`src/rtl/seg_display_arbiter.sv`:
```
// Request/grant arbiter sharing one 4-digit seven-segment display between three requesters,
// with minimum hold time, round-robin fairness, blank gap, digit scan and BCD decode.
module seg_display_arbiter #(
    parameter int SCAN_BITS    = 17,
    parameter int HOLD_CYCLES  = 50_000_000,
    parameter int BLANK_CYCLES = 5_000_000
) (
    input  logic        clk,
    input  logic        rst_n,
    input  logic [2:0]  req,
    input  logic [15:0] digits_0,
    input  logic [15:0] digits_1,
    input  logic [15:0] digits_2,
    output logic [2:0]  grant,
    output logic [6:0]  seg,
    output logic [3:0]  an
);

    localparam int HW = $clog2(HOLD_CYCLES + 1);
    localparam int BW = $clog2(BLANK_CYCLES + 1);
    localparam logic [HW-1:0] HOLD_MAX   = HW'(HOLD_CYCLES);
    localparam logic [BW-1:0] BLANK_LAST = BW'(BLANK_CYCLES - 1);

    typedef enum logic [1:0] {
        S_IDLE  = 2'd0,
        S_GRANT = 2'd1,
        S_BLANK = 2'd2
    } state_t;

    state_t               state_r, state_nx_s;
    logic [2:0]           grant_r, grant_nx_s;
    logic [1:0]           last_r, last_nx_s;
    logic [HW-1:0]        hold_r, hold_nx_s;
    logic [BW-1:0]        blank_r, blank_nx_s;
    logic [SCAN_BITS-1:0] scan_r;
    logic [6:0]           seg_r, seg_nx_s;
    logic [3:0]           an_r, an_nx_s;
    logic [1:0]           pick_s;
    logic                 preempt_s;
    logic [15:0]          bus_s;
    logic [3:0]           nibble_s;

    // Round-robin: first set request after the last owner, wrapping mod 3.
    function automatic logic [1:0] rr_pick(input logic [2:0] r, input logic [1:0] last);
        logic [1:0] idx;
        logic [1:0] pick;
        logic       found;
        pick  = 2'd0;
        found = 1'b0;
        for (int k = 1; k <= 3; k++) begin
            idx = 2'((int'(last) + k) % 3);
            if (!found && r[idx]) begin
                pick  = idx;
                found = 1'b1;
            end else begin
                pick  = pick;
            end
        end
        return pick;
    endfunction

    function automatic logic [2:0] onehot(input logic [1:0] idx);
        return 3'(3'b001 << idx);
    endfunction

    // Active-low gfedcba; non-decimal nibbles leave the digit dark.
    function automatic logic [6:0] decode(input logic [3:0] nib);
        logic [6:0] s;
        case (nib)
            4'd0:    s = 7'b1000000;
            4'd1:    s = 7'b1111001;
            4'd2:    s = 7'b0100100;
            4'd3:    s = 7'b0110000;
            4'd4:    s = 7'b0011001;
            4'd5:    s = 7'b0010010;
            4'd6:    s = 7'b0000010;
            4'd7:    s = 7'b1111000;
            4'd8:    s = 7'b0000000;
            4'd9:    s = 7'b0010000;
            default: s = 7'b1111111;
        endcase
        return s;
    endfunction

    assign pick_s    = rr_pick(req, last_r);
    assign preempt_s = ((req & ~grant_r) != 3'b000) && (hold_r == HOLD_MAX);

    // Arbitration next-state logic; during GRANT last_r is the current owner.
    always_comb begin
        state_nx_s = state_r;
        grant_nx_s = grant_r;
        last_nx_s  = last_r;
        hold_nx_s  = hold_r;
        blank_nx_s = blank_r;
        case (state_r)
            S_IDLE: begin
                if (req != 3'b000) begin
                    state_nx_s = S_GRANT;
                    last_nx_s  = pick_s;
                    grant_nx_s = onehot(pick_s);
                    hold_nx_s  = {HW{1'b0}};
                end else begin
                    grant_nx_s = 3'b000;
                end
            end
            S_GRANT: begin
                if (!req[last_r] || preempt_s) begin
                    state_nx_s = S_BLANK;
                    grant_nx_s = 3'b000;
                    blank_nx_s = {BW{1'b0}};
                end else if (hold_r != HOLD_MAX) begin
                    hold_nx_s = hold_r + {{(HW-1){1'b0}}, 1'b1};
                end else begin
                    hold_nx_s = hold_r;
                end
            end
            S_BLANK: begin
                if (blank_r == BLANK_LAST) begin
                    if (req != 3'b000) begin
                        state_nx_s = S_GRANT;
                        last_nx_s  = pick_s;
                        grant_nx_s = onehot(pick_s);
                        hold_nx_s  = {HW{1'b0}};
                    end else begin
                        state_nx_s = S_IDLE;
                    end
                end else begin
                    blank_nx_s = blank_r + {{(BW-1){1'b0}}, 1'b1};
                end
            end
            default: begin
                state_nx_s = S_IDLE;
                grant_nx_s = 3'b000;
            end
        endcase
    end

    // Select the owner's digit for the current scan slot and decode it.
    always_comb begin
        bus_s    = 16'h0000;
        nibble_s = 4'h0;
        seg_nx_s = 7'b1111111;
        an_nx_s  = 4'b1111;
        case (grant_r)
            3'b001:  bus_s = digits_0;
            3'b010:  bus_s = digits_1;
            3'b100:  bus_s = digits_2;
            default: bus_s = 16'h0000;
        endcase
        case (scan_r[SCAN_BITS-1 -: 2])
            2'd0:    begin nibble_s = bus_s[15:12]; an_nx_s = 4'b0111; end
            2'd1:    begin nibble_s = bus_s[11:8];  an_nx_s = 4'b1011; end
            2'd2:    begin nibble_s = bus_s[7:4];   an_nx_s = 4'b1101; end
            default: begin nibble_s = bus_s[3:0];   an_nx_s = 4'b1110; end
        endcase
        if (grant_r != 3'b000) begin
            seg_nx_s = decode(nibble_s);
        end else begin
            an_nx_s  = 4'b1111;
            seg_nx_s = 7'b1111111;
        end
    end

    // FSM state register.
    always_ff @(posedge clk or negedge rst_n) begin
        if (!rst_n) begin
            state_r <= S_IDLE;
        end else begin
            state_r <= state_nx_s;
        end
    end

    // Arbitration counters, grant and owner history.
    always_ff @(posedge clk or negedge rst_n) begin
        if (!rst_n) begin
            grant_r <= 3'b000;
            last_r  <= 2'd2;
            hold_r  <= {HW{1'b0}};
            blank_r <= {BW{1'b0}};
        end else begin
            grant_r <= grant_nx_s;
            last_r  <= last_nx_s;
            hold_r  <= hold_nx_s;
            blank_r <= blank_nx_s;
        end
    end

    // Free-running scan counter and registered display drive.
    always_ff @(posedge clk or negedge rst_n) begin
        if (!rst_n) begin
            scan_r <= {SCAN_BITS{1'b0}};
            seg_r  <= 7'b1111111;
            an_r   <= 4'b1111;
        end else begin
            scan_r <= scan_r + {{(SCAN_BITS-1){1'b0}}, 1'b1};
            seg_r  <= seg_nx_s;
            an_r   <= an_nx_s;
        end
    end

    assign grant = grant_r;
    assign seg   = seg_r;
    assign an    = an_r;

endmodule

```
`config.mk`:
```
export PLATFORM = sky130hd
export DESIGN_NAME = seg_display_arbiter
export DESIGN_NICKNAME = d
export VERILOG_FILES = /design/src/rtl/seg_display_arbiter.sv
export SDC_FILE = /design/constraint.sdc
export NUM_CORES = 1
export LEC_CHECK = 0
export ABC_AREA = 1
export BUFFER_PORTS_ARGS = -buffer_cell sky130_fd_sc_hd__clkbuf_2
export CAP_MARGIN = 20
export CORE_MARGIN = 3
export CORE_UTILIZATION = 55
export CTS_BUF_LIST = sky130_fd_sc_hd__clkbuf_4 sky130_fd_sc_hd__clkbuf_8
export CTS_CLUSTER_DIAMETER = 80
export DETAILED_ROUTE_END_ITERATION = 12
export PLACE_DENSITY = 0.89
export SLEW_MARGIN = 20
export SYNTH_ARGS = -nofsm -noshare
export SYNTH_HDL_FRONTEND = slang
export SYNTH_SLANG_ARGS = --single-unit
```
`constraint.sdc`:
```
create_clock -name clk -period 1.6 [get_ports clk]
set_input_delay 0.24 -clock clk [delete_from_list [all_inputs] [get_ports clk]]
set_output_delay 0.24 -clock clk [all_outputs]
set_load 0.03 [all_outputs]
```
==> metrics.md, run 1 <==
| Metric | Value |
|---|---|
| Status | `aborted with a tool error` |
| Stage where the run ended | `global routing` |
| Error msg | `[ERROR GRT-0116] Global routing finished with congestion. Check the congestion regions in the DRC Viewer.` |
| Initial core utilization | `0.568` |
| Synthesized net count | `846` |
| Hpwl dp | `12,400 um` |
| Placer Congestion | `0.978` |
| EDFF count, synth | `0` |
| Ys async rst share | `1.00` |
| First-pass GRT wire length | `53,800 um` |
| Largest net degree at the start of global routing | `32` |
| Avg Inst Size Synth | `7.14 um2` |
| Part of the Yosys area used for sequential elements | `0.379` |
| Number of global-route vias before repair | `9,061` |
| GRT Overall Usage | `0.640` |
| Post-DP Area | `7110 um2` |
| Synth warn | `0` |
| # IOs | `67` |
| CTS Buf Count | `9` |
| DIE HEIGHT | `107 um` |
| Grt ovf | `14` |
| IO buf count | `66` |
| Die X | `107 um` |
| Yosys cell types | `37` |
| Top_reg_cell synth | `dfrtp_1` |
| Number of cells produced by synthesis | `782` |
| Htree depth | `3` |
| Cell area after synthesis | `5580 um2` |
| Flops & latches, synth | `84` |
| Clock root buffer | `clkbuf_8` |
| Sink Count | `84` |
| Clock buffer depth | `2` |
| Core Rows | `36` |
==> synthesized netlist by cell type (all sizes together), types with 3 or more instances <==
cell type,number,share of area
nand3b,4,0.0054
nor2,76,0.054
ha,11,0.025
dfrtp,72,0.32
nor3,33,0.034
o21ai,36,0.039
nand3,84,0.077
inv,76,0.051
buf,13,0.017
nand2,261,0.18
clkbuf,5,0.0036
nor4,6,0.010
or2,3,0.0034
xor2,42,0.066
nand4,28,0.031
dfstp,12,0.056
a21oi,7,0.0076
xnor2,7,0.011
==> through the flow <==
step,util,worst slack (ps),cells
after floorplan,-,-159,782
after global placement,0.724,-216,1102
after detailed placement,0.724,-289,1102
after CTS,0.867,-157,1152
==> layer usage <==
layer / GRT overflow / track usage
met1: 0 / 0.612
met2: 7 / 0.825
met3: 0 / 0.461
met4: 7 / 0.686
met5: 0 / 0.186
==> logic make-up after synthesis <==
family          count (synthesis)  synth area share
xor+xnor                       49            0.0769
compound gates                 48            0.0536
fa+ha+maj                      11            0.0247
simple gates                  496             0.394
buf+inv                        94            0.0717
flops                          84             0.379
==> what timing repair did <==
| action | CTS |
|---|---|
| cloned | 6 |
| resized for setup | 229 |
| endpoints found under the setup margin | 66 |
| setup buffers | 29 |
| endpoints found under the hold margin | 60 |
| hold buffers | 1 |
| pin swaps | 57 |
==> run 2, diff against run 1 <==
--- a/config.mk
+++ b/config.mk
@@ -9,11 +9,9 @@
 export BUFFER_PORTS_ARGS = -buffer_cell sky130_fd_sc_hd__clkbuf_2
 export CAP_MARGIN = 20
 export CORE_MARGIN = 3
-export CORE_UTILIZATION = 55
-export CTS_BUF_LIST = sky130_fd_sc_hd__clkbuf_4 sky130_fd_sc_hd__clkbuf_8
-export CTS_CLUSTER_DIAMETER = 80
+export CORE_UTILIZATION = 40
 export DETAILED_ROUTE_END_ITERATION = 12
-export PLACE_DENSITY = 0.89
+export PLACE_DENSITY_LB_ADDON = 0.15
 export SLEW_MARGIN = 20
 export SYNTH_ARGS = -nofsm -noshare
 export SYNTH_HDL_FRONTEND = slang
==> constraint.sdc (replaced) <==
create_clock -name clk -period 2.1 [get_ports clk]
set_input_delay 0.315 -clock clk [delete_from_list [all_inputs] [get_ports clk]]
set_output_delay 0.315 -clock clk [all_outputs]
set_load 0.03 [all_outputs]
==> run 2 against run 1 <==
- the run now ends clean
- synthesized cell count did not move
- synthesized area did not move
==> metrics.md, run 2 <==
| Metric | Value |
|---|---|
| Number of flip-flops in the largest register | `26` |
| R2R Setup Slk | `170 ps` |
| # IOs | `67` |
| Drt first pass iters | `5` |
| Setup Crit Path Kind | `flip-flop to flip-flop` |
| Number of cells produced by synthesis | `782` |
| Vias per std cell | `5.03` |
| CTS Buf Count | `9` |
| Htree depth | `3` |
| Placer Congestion | `0.949` |
| IO buf count | `66` |
| Final setup fails | `0` |
| Fmax | `519 MHz` |
| DRT Wirelength | `14,400 um` |
| Core Area | `13,500 um2` |
| Critical path peak fanout | `9` |
| CP arrival | `2210 ps` |
| Worst skew pair latency | `340 ps` |
| Worst setup margin | `174 ps` |
| Max_cap viols | `0` |
| Commonest non-fill, non-tap cell in the layout | `nand2_1` |
| Layout cells sized above 1 | `0.195` |
| CTS tree | `built` |
| Area share of the largest cell type after synthesis | `0.323` |
| Die X | `124 um` |
| Final Max Slew Viols | `0` |
| Design area | `6670 um2` |
| Worst Setup End Kind | `flip-flop` |
| Cell area after synthesis | `5580 um2` |
| Number of global-route vias before repair | `5,210` |
| RSZ-0062 raised after global routing | `false` |
| Grt ovf | `0` |
| Via Count | `5,306` |
| Status | `complete, no violations` |
| Top_reg_cell synth | `dfrtp_1` |
| Synth warn | `0` |
| Crit start category | `flip-flop` |
| Ys async rst share | `1.00` |
| Worst path required time | `2380 ps` |
| Post-CTS Setup Repair Bufs | `0` |
| Final Net Count | `938` |
| First-pass GRT wire length | `24,300 um` |
| EDFF count, synth | `0` |
| Final antenna-violating net count | `0` |
| Slew @ Worst Pin | `444 ps` |
| Initial antenna violation count | `0` |
| Placement Setup Slack | `87.4 ps` |
| Final Hold Violating Endpoints | `0` |
| Part of the Yosys area used for sequential elements | `0.379` |
| Leading cell types in the layout, fill and taps excluded | `nand2_1, nand3_1, inv_1, nor2_1, dfrtp_1` |
| Area grow syn2layout | `19.5%` |
| Cell with the most instances after synthesis | `nand2_1` |
| Initial core utilization | `0.415` |
| Max transition margin | `0.702` |
| P_leak | `3.19 nW` |
| Crit path launch | `grant[0]$_DFFE_PN0P_` |
| Remaining DRCs | `0` |
| Post-DP Area | `6280 um2` |
| Worst reg2reg startpoint | `grant[0]$_DFFE_PN0P_` |
| Number of DRC markers in iteration 0 | `413` |
| Post-synth top area cell | `dfrtp_1` |
| Worst Hold Class | `primary input to async pin` |
| Worst IR Drop VDD | `0.000522 V` |
| Crit share post-route | `0.917` |
| Die ar. | `15,400 um2` |
| DIE HEIGHT | `124 um` |
| Worst hold margin | `415 ps` |
| Avg Inst Size Synth | `7.14 um2` |
| Total negative slack | `0 ps` |
| Worst Skew | `5.66 ps` |
| Top reg by flops | `hold_r` |
| Pwr dens | `967 nW/um2` |
| Antenna cells | `0` |
| Hpwl dp | `11,300 um` |
| Flops & latches, synth | `84` |
| Synth cell count leaders | `nand2_1, nand3_1, dfrtp_1, nor2_1, inv_1` |
| Synth top area cells | `dfrtp_1, nand2_1, nand3_1` |
| Largest net degree at the start of global routing | `40` |
| Yosys cell types | `37` |
| Synthesized net count | `846` |
| Largest regs | `hold_r: 26 flops, blank_r: 23 flops, scan_r: 17 flops` |
| GRT Overall Usage | `0.198` |
| Core Rows | `42` |
| Clock root buffer | `clkbuf_16` |
| Min Tclk post-route | `1930 ps` |
| Clock buffer depth | `2` |
| Sink Count | `84` |
| DR WL/cell | `13.7 um` |
| Clock transition at path regs | `60 ps` |
[run 2: final timing paths]
kind,depth (start not counted),to
setup / recovery,12,seg[3]$_DFF_PN1_
hold / removal,2,blank_r[13]$_DFFE_PN0P_
setup reg to reg,12,seg[3]$_DFF_PN1_
hold reg to reg,1,scan_r[0]$_DFF_PN0_
max in group asynchronous,3,hold_r[25]$_DFFE_PN0P_
min in group clk,1,scan_r[0]$_DFF_PN0_
[run 2: metal layers]
metal	GRT usage	vias up	share of wire
li1	-	2708	-
met4	0.0726	0	0.017
met3	0.0322	19	0.039
met1	0.270	2486	0.47
met5	0	-	0
met2	0.318	93	0.47
[run 2: report_power, final]
part           internal [mW]  leakage [nW]  switching (mW)
clock                   1.10         0.156           0.641
combinational          0.879          1.93            1.84
sequential              1.86          1.10           0.126
total                   3.84          3.19            2.61
[run 2: metrics by stage]
stage | power, mW | std cells | utilization
global placement | 4.62 | 1038 | 0.467
finish | 6.45 | 1055 | 0.496
detailed placement | 4.67 | 1038 | 0.467
CTS | 6.44 | 1055 | 0.492
floorplan | 3.85 | 782 | -
global route | 6.93 | 1055 | 0.496
[run 2: worst max-delay path: stages, from the launching register on]
cell and delay (ps):
dfrtp_2 480, inv_1 120, nand2_1 140, nor2_4 70, nand2_1 80, nand2_1 80
o21ai_4 220, inv_1 100, ha_1 310, nand3_1 80, nand2_1 70, nand2_1 50
nand2_1 70
[run 2: cell families (layout without fill, tap and decap cells)]
| logic type | after synthesis | after routing | share of synthesized area |
|---|---|---|---|
| fa+ha+maj | 11 | 11 | 0.0247 |
| simple gates | 496 | 496 | 0.394 |
| xor+xnor | 49 | 49 | 0.0769 |
| buf+inv | 94 | 191 | 0.0717 |
| flops | 84 | 84 | 0.379 |
| compound gates | 48 | 48 | 0.0536 |
[run 2: repair_timing]
item / 4_1_cts / 5_1_grt
endpoints found under the hold margin: 12 / 0
endpoints found under the setup margin: 0 / 21
hold buffers: 1 / 0
resized for setup: 0 / 13
[run 2: final cells by class]
type                            count  area (um2)
Clock buffer                       12         256
Sequential cell                    84        2120
Tap cell                          176         220
Inverter                           76         285
Clock inverter                      4        71.3
Timing Repair Buffer               99         612
Fill cell                        1369        6790
Multi-Input combinational cell    604        3100
No activity file was read; power rests on OpenSTA's default activity.
==> run 3, diff against run 2 <==
==> constraint.sdc (replaced) <==
create_clock -name clk -period 2.1 [get_ports clk]
set_input_delay 0.21 -clock clk [delete_from_list [all_inputs] [get_ports clk]]
set_output_delay 0.21 -clock clk [all_outputs]
set_load 0.03 [all_outputs]
==> run 3 against run 2 <==
- sequential share of layout area grew 0.58 points
- worst hold slack lost 120 ps
- count of clock-buffer cells in the layout shrank 3
- sequential power is essentially flat
- die area is the same
- routed wire length shrank 2.3%
- critical path depth shrank 1
- non-clock buffer count shrank 9
- design area shrank 1.8%
- sequential cell count is the same
- global-route usage shrank 0.56 points
- clock power shrank 15%
- critical endpoint unchanged
- largest cell class unchanged
==> metrics.md, run 3 (synthesis results as in run 2) <==
| Metric | Value |
|---|---|
| Initial antenna violation count | `0` |
| Fmax | `514 MHz` |
| CTS tree | `built` |
| Htree depth | `3` |
| Die ar. | `15,400 um2` |
| Largest regs | `hold_r: 26 flops, blank_r: 23 flops, scan_r: 17 flops` |
| Commonest non-fill, non-tap cell in the layout | `nand2_1` |
| Slowest CP cell | `dfrtp_2` |
| Layout cells sized above 1 | `0.187` |
| Core Rows | `42` |
| Clock transition at path regs | `60 ps` |
| Sw Pwr | `2.61 mW` |
| Clock buffer depth | `2` |
| Final Max Slew Viols | `0` |
| Remaining DRCs | `0` |
| Antenna cells | `0` |
| Die X | `124 um` |
| Worst IR Drop VDD | `0.000579 V` |
| Core Area | `13,500 um2` |
| Post-layout total power | `6.13 mW` |
| Number of flip-flops in the largest register | `26` |
| # IOs | `67` |
| Final Hold Violating Endpoints | `0` |
| Total negative slack | `0 ps` |
| Number of global-route vias before repair | `5,110` |
| DIE HEIGHT | `124 um` |
| Worst path required time | `2380 ps` |
| P_leak | `3.12 nW` |
| Clock root buffer | `clkbuf_16` |
| CTS Buf Count | `9` |
| Final antenna-violating net count | `0` |
| Initial core utilization | `0.415` |
| Crit-path cells | `buf_4, nor3_2, nand2_1, nand4_1, o21ai_4, inv_1, ha_1, nand3_1, nand2_1, nand2_1, nand2_1` |
| DR WL/cell | `13.5 um` |
| Sink Count | `84` |
| Leading cell types in the layout, fill and taps excluded | `nand2_1, nand3_1, inv_1, nor2_1, dfrtp_1` |
| Slew @ Worst Pin | `402 ps` |
| Max transition margin | `0.730` |
| Number of DRC markers in iteration 0 | `305` |
| Critical path peak fanout | `10` |
| Status | `complete, no violations` |
| Drt first pass iters | `6` |
| Worst Skew | `6.29 ps` |
| Pwr dens | `937 nW/um2` |
| Worst Hold Class | `primary input to async pin` |
| Core Util, Final | `0.487` |
| Min Tclk post-route | `1940 ps` |
| Final setup fails | `0` |
| Worst skew pair latency | `350 ps` |
| Area grow syn2layout | `17.3%` |
| Vias per std cell | `5.03` |
| GRT Overall Usage | `0.193` |
| Via Count | `5,262` |
| Grt ovf | `0` |
| Combinational Power Share | `0.433` |
| First-pass GRT wire length | `23,600 um` |
| Setup Crit Path Kind | `flip-flop to flip-flop` |
| Final Net Count | `929` |
| RSZ-0062 raised after global routing | `true` |
| IO buf count | `66` |
| Top reg by flops | `hold_r` |
| Most used cell, CP | `nand2_1` |
| Worst path max stage delay | `490 ps` |
| Max_cap viols | `0` |
| CP arrival | `2220 ps` |
| Crit start category | `flip-flop` |
| Worst Setup End Kind | `flip-flop` |
| Largest net degree at the start of global routing | `62` |
| DRT Wirelength | `14,100 um` |
| Placer Congestion | `0.939` |
| Hpwl dp | `11,000 um` |
| Clock group share of total power | `0.242` |
| Pint | `3.53 mW` |
| Sw Ratio | `0.425` |
| Crit share post-route | `0.926` |
| Sequential share of power | `0.325` |
## run 3: cell count changes in the layout (fill, tap and decap cells not counted), sizes merged
cell,previous run,this run
clkinvlp,1,2
clkinv,1,3
clkbuf,77,74
inv,76,78
bufinv,2,0
buf,33,24
## run 3: path summary, 6_finish.rpt
| check | start | to | slack [ps] | depth (start not counted) |
|---|---|---|---|---|
| max | grant[0]$_DFFE_PN0P_ | seg[3]$_DFF_PN1_ | 160 | 11 |
| min | rst_n | blank_r[12]$_DFFE_PN0P_ | 290 | 2 |
| max reg2reg | grant[0]$_DFFE_PN0P_ | seg[3]$_DFF_PN1_ | 160 | 11 |
| min reg2reg | scan_r[0]$_DFF_PN0_ | scan_r[0]$_DFF_PN0_ | 470 | 1 |
| max in group asynchronous | rst_n | last_r[1]$_DFFE_PN1P_ | 1130 | 3 |
| min in group clk | req[1] | state_r[0]$_DFFE_PN0P_ | 340 | 4 |
## run 3: final cells by class
type	instances	area, um2
Sequential cell	84	2120
Tap cell	176	220
Clock buffer	9	225
Inverter	76	285
Clock inverter	7	51.3
Fill cell	1393	6910
Multi-Input combinational cell	604	3090
Timing Repair Buffer	90	553
## run 3: worst max-delay path: cells and delay by family (launching register included)
family | cells | cell delay [ps]
compound gates | 1 | 100
fa+ha+maj | 1 | 250
buf+inv | 2 | 260
flops | 1 | 490
simple gates | 7 | 780
## run 3: power groups by stage
stage | registers [mW] | logic (mW) | clock network [mW]
after detailed placement | 2.02 | 2.63 | 0
final | 2.00 | 2.65 | 1.48
after global placement | 2.01 | 2.61 | 0
after CTS | 1.99 | 2.64 | 1.54
after floorplan | 2.18 | 1.67 | 0
after global routing | 2.02 | 2.99 | 1.60
## run 3: metal layers
metal	GRT usage	vias up	wire length, um	share of wire
li1	-	2695	-	-
met1	0.256	2452	6740	0.48
met2	0.311	97	6700	0.47
met3	0.0413	18	443	0.031
met4	0.0664	0	220	0.016
met5	0	-	0	0
## run 3: metrics by stage
stage	hold WS [ps]	area (um2)	instances	setup slack (ps)
after CTS	300	6520	1046	83.9
final	295	6550	1046	156
after detailed placement	132	6230	1029	100
after floorplan	-85.6	5580	782	144
after global routing	336	6550	1046	-25.2
after global placement	131	6230	1029	123
## run 3: timing repair
| action | in CTS | in global routing |
|---|---|---|
| hold buffers | 1 | 0 |
| endpoints found under the hold margin | 12 | 0 |
| setup endpoints to repair | 0 | 40 |
| setup buffers | 0 | 0 |
| resized for setup | 0 | 10 |
==> run 4, diff against run 3 <==
--- a/config.mk
+++ b/config.mk
@@ -5,7 +5,7 @@
 export SDC_FILE = /design/constraint.sdc
 export NUM_CORES = 1
 export LEC_CHECK = 0
-export ABC_AREA = 1
+export ABC_AREA = 0
 export BUFFER_PORTS_ARGS = -buffer_cell sky130_fd_sc_hd__clkbuf_2
 export CAP_MARGIN = 20
 export CORE_MARGIN = 3
==> run 4 against run 3 <==
- critical path type unchanged
- largest power group unchanged
- global-route usage rose by 0.74 points
- worst hold slack improved by 51 ps
- sequential cell count did not move
- highest routed layer unchanged
- the flow now finishes with violations (setup timing)
- largest cell class unchanged
- non-clock buffer count rose by 105
- die area fell by 9.4%
- maximum frequency fell by 26%
==> metrics.md, run 4 <==
| Metric | Value |
|---|---|
| Core Area | `12,200 um2` |
| Die ar. | `14,000 um2` |
| Crit-path cells | `inv_2, ha_1, or4b_4, or4_4, o311ai_4, buf_6, o2111ai_4, or3_1, a21oi_1` |
| Final Max Slew Viols | `0` |
| CP arrival | `2890 ps` |
| Placement Setup Slack | `-526 ps` |
| Largest net degree at the start of global routing | `54` |
| Die X | `118 um` |
| Number of global-route vias before repair | `4,894` |
| Vias per std cell | `5.54` |
| Critical path peak fanout | `7` |
| Cell area after synthesis | `5030 um2` |
| P_leak | `3.13 nW` |
| Leading cell types in the layout, fill and taps excluded | `buf_4, dfrtp_1, clkbuf_2, nand2_1, nor2_1` |
| Core Rows | `40` |
| Max transition margin | `0.218` |
| Ys async rst share | `1.00` |
| Post-synth top area cell | `dfrtp_1` |
| Synthesized net count | `611` |
| Wire length on met3 | `665 um` |
| Total negative slack | `-20,940 ps` |
| Sink Count | `84` |
| Final setup fails | `54` |
| Design area | `7310 um2` |
| Fmax | `381 MHz` |
| Layout cells sized above 1 | `0.423` |
| Crit share post-route | `1.25` |
| Met2 WL | `7210 um` |
| Htree depth | `3` |
| Worst Skew | `7.82 ps` |
| Clock root buffer | `clkbuf_16` |
| Worst Setup End Kind | `flip-flop` |
| Synth warn | `0` |
| Number of cells produced by synthesis | `547` |
| Number of DRC markers in iteration 0 | `305` |
| Number of flip-flops in the largest register | `26` |
| DR WL/cell | `15.6 um` |
| Max_cap viols | `0` |
| CTS Buf Count | `9` |
| Worst Hold Class | `primary input to flip-flop` |
| Clock buffer depth | `2` |
| Worst IR Drop VDD | `0.000587 V` |
| Worst path required time | `2370 ps` |
| Drt first pass iters | `5` |
| Area grow syn2layout | `45.4%` |
| Status | `finished, violations left` |
| Crit start category | `flip-flop` |
| RSZ-0062 raised after global routing | `true` |
| Top_reg_cell synth | `dfrtp_1` |
| IO buf count | `66` |
| Pwr dens | `1100 nW/um2` |
| Final Net Count | `794` |
| Initial antenna violation count | `0` |
| Via Count | `5,005` |
| Flops & latches, synth | `84` |
| DIE HEIGHT | `118 um` |
| Synth cell count leaders | `dfrtp_1, o21ai_0, nand2_1, nor2_1, a21oi_1` |
| M1 wire length | `6080 um` |
| DRT Wirelength | `14,100 um` |
| Cell with the most instances after synthesis | `dfrtp_1` |
| # IOs | `67` |
| Remaining DRCs | `0` |
| Final Hold Violating Endpoints | `0` |
| Synth top area cells | `dfrtp_1, dfstp_2, o21ai_0` |
| Worst path max stage delay | `440 ps` |
| EDFF count, synth | `0` |
| Number of fill cells | `1,037` |
| Min Tclk post-route | `2630 ps` |
| Worst setup margin | `-526 ps` |
| GRT Overall Usage | `0.200` |
| Grt ovf | `0` |
| CTS tree | `built` |
| Slowest CP cell | `or4b_4` |
| Yosys cell types | `70` |
| Post-DP Area | `6380 um2` |
| Avg Inst Size Synth | `9.20 um2` |
| Inst Count DP | `867` |
| Antenna cells | `0` |
| Setup Crit Path Kind | `flip-flop to flip-flop` |
| Placer Congestion | `0.902` |
| Worst skew pair latency | `350 ps` |
| Commonest non-fill, non-tap cell in the layout | `buf_4` |
| Post-layout total power | `8.04 mW` |
| Clock transition at path regs | `60 ps` |
| Initial core utilization | `0.414` |
| Violated checks | `setup timing` |
| Part of the Yosys area used for sequential elements | `0.421` |
| Area share of the largest cell type after synthesis | `0.358` |
| Hpwl dp | `9820 um` |
| First-pass GRT wire length | `23,200 um` |
| Top sig layer | `met4` |
| Finished Layout Cells | `903` |
| Slew @ Worst Pin | `1170 ps` |
| Top reg by flops | `hold_r` |
| Core Util, Final | `0.601` |
| Largest regs | `hold_r: 26 flops, blank_r: 23 flops, scan_r: 17 flops` |
| Final antenna-violating net count | `0` |
| Worst hold margin | `345 ps` |
==> run 4: path summary, 6_finish.rpt <==
kind,slack [ps],from,to,cells past startpoint
hold / removal,350,req[1],grant[1]$_DFFE_PN0P_,3
max in group asynchronous,1060,rst_n,seg[6]$_DFF_PN1_,3
setup / recovery,-530,hold_r[0]$_DFFE_PN0P_,blank_r[16]$_DFFE_PN0P_,9
setup reg to reg,-530,hold_r[0]$_DFFE_PN0P_,blank_r[16]$_DFFE_PN0P_,9
min in group asynchronous,360,rst_n,hold_r[23]$_DFFE_PN0P_,2
hold reg to reg,470,scan_r[4]$_DFF_PN0_,scan_r[4]$_DFF_PN0_,1
==> run 4: cells by family after synthesis <==
group	count (synthesis)	share of synthesized area
mux	7	0.0147
flops	84	0.421
simple gates	215	0.235
compound gates	158	0.215
xor+xnor	31	0.0540
buf+inv	41	0.0326
fa+ha+maj	11	0.0274
==> run 4: worst max-delay path: cells and delay by family, from the launching register on <==
family	cells	cell delay, ps
fa+ha+maj	1	120
simple gates	3	1220
buf+inv	2	220
flops	1	380
compound gates	3	590
==> run 4: power breakdown <==
group          switching [mW]  total (mW)  internal (mW)  leakage, nW
registers               0.137        2.02           1.88         1.10
logic                    2.36        4.37           2.02         1.88
clock network           0.669        1.65          0.979        0.160
total                    3.16        8.04           4.87         3.13
==> run 4: metal layers <==
metal	vias up	track usage
met1	2453	0.251
met4	0	0.0564
met5	-	0
met2	114	0.341
met3	13	0.0512
li1	2425	-
==> run 4: final cells by class <==
class,count,area [um2],area share
Inverter,18,70.1,0.00958
Timing Repair Buffer,195,1430,0.196
Clock buffer,12,289,0.0395
Clock inverter,4,25.0,0.00342
Tap cell,168,210,0.0287
Sequential cell,84,2120,0.290
Multi-Input combinational cell,422,3160,0.433
==> run 4: what timing repair did <==
action | 4_1_cts | 5_1_grt
gates resized for setup | 43 | 79
pin swaps | 17 | 24
hold endpoints to repair | 27 | 0
hold buffers | 1 | 0
setup endpoints to repair | 60 | 63
gates cloned | 1 | 1
setup buffers | 7 | 11
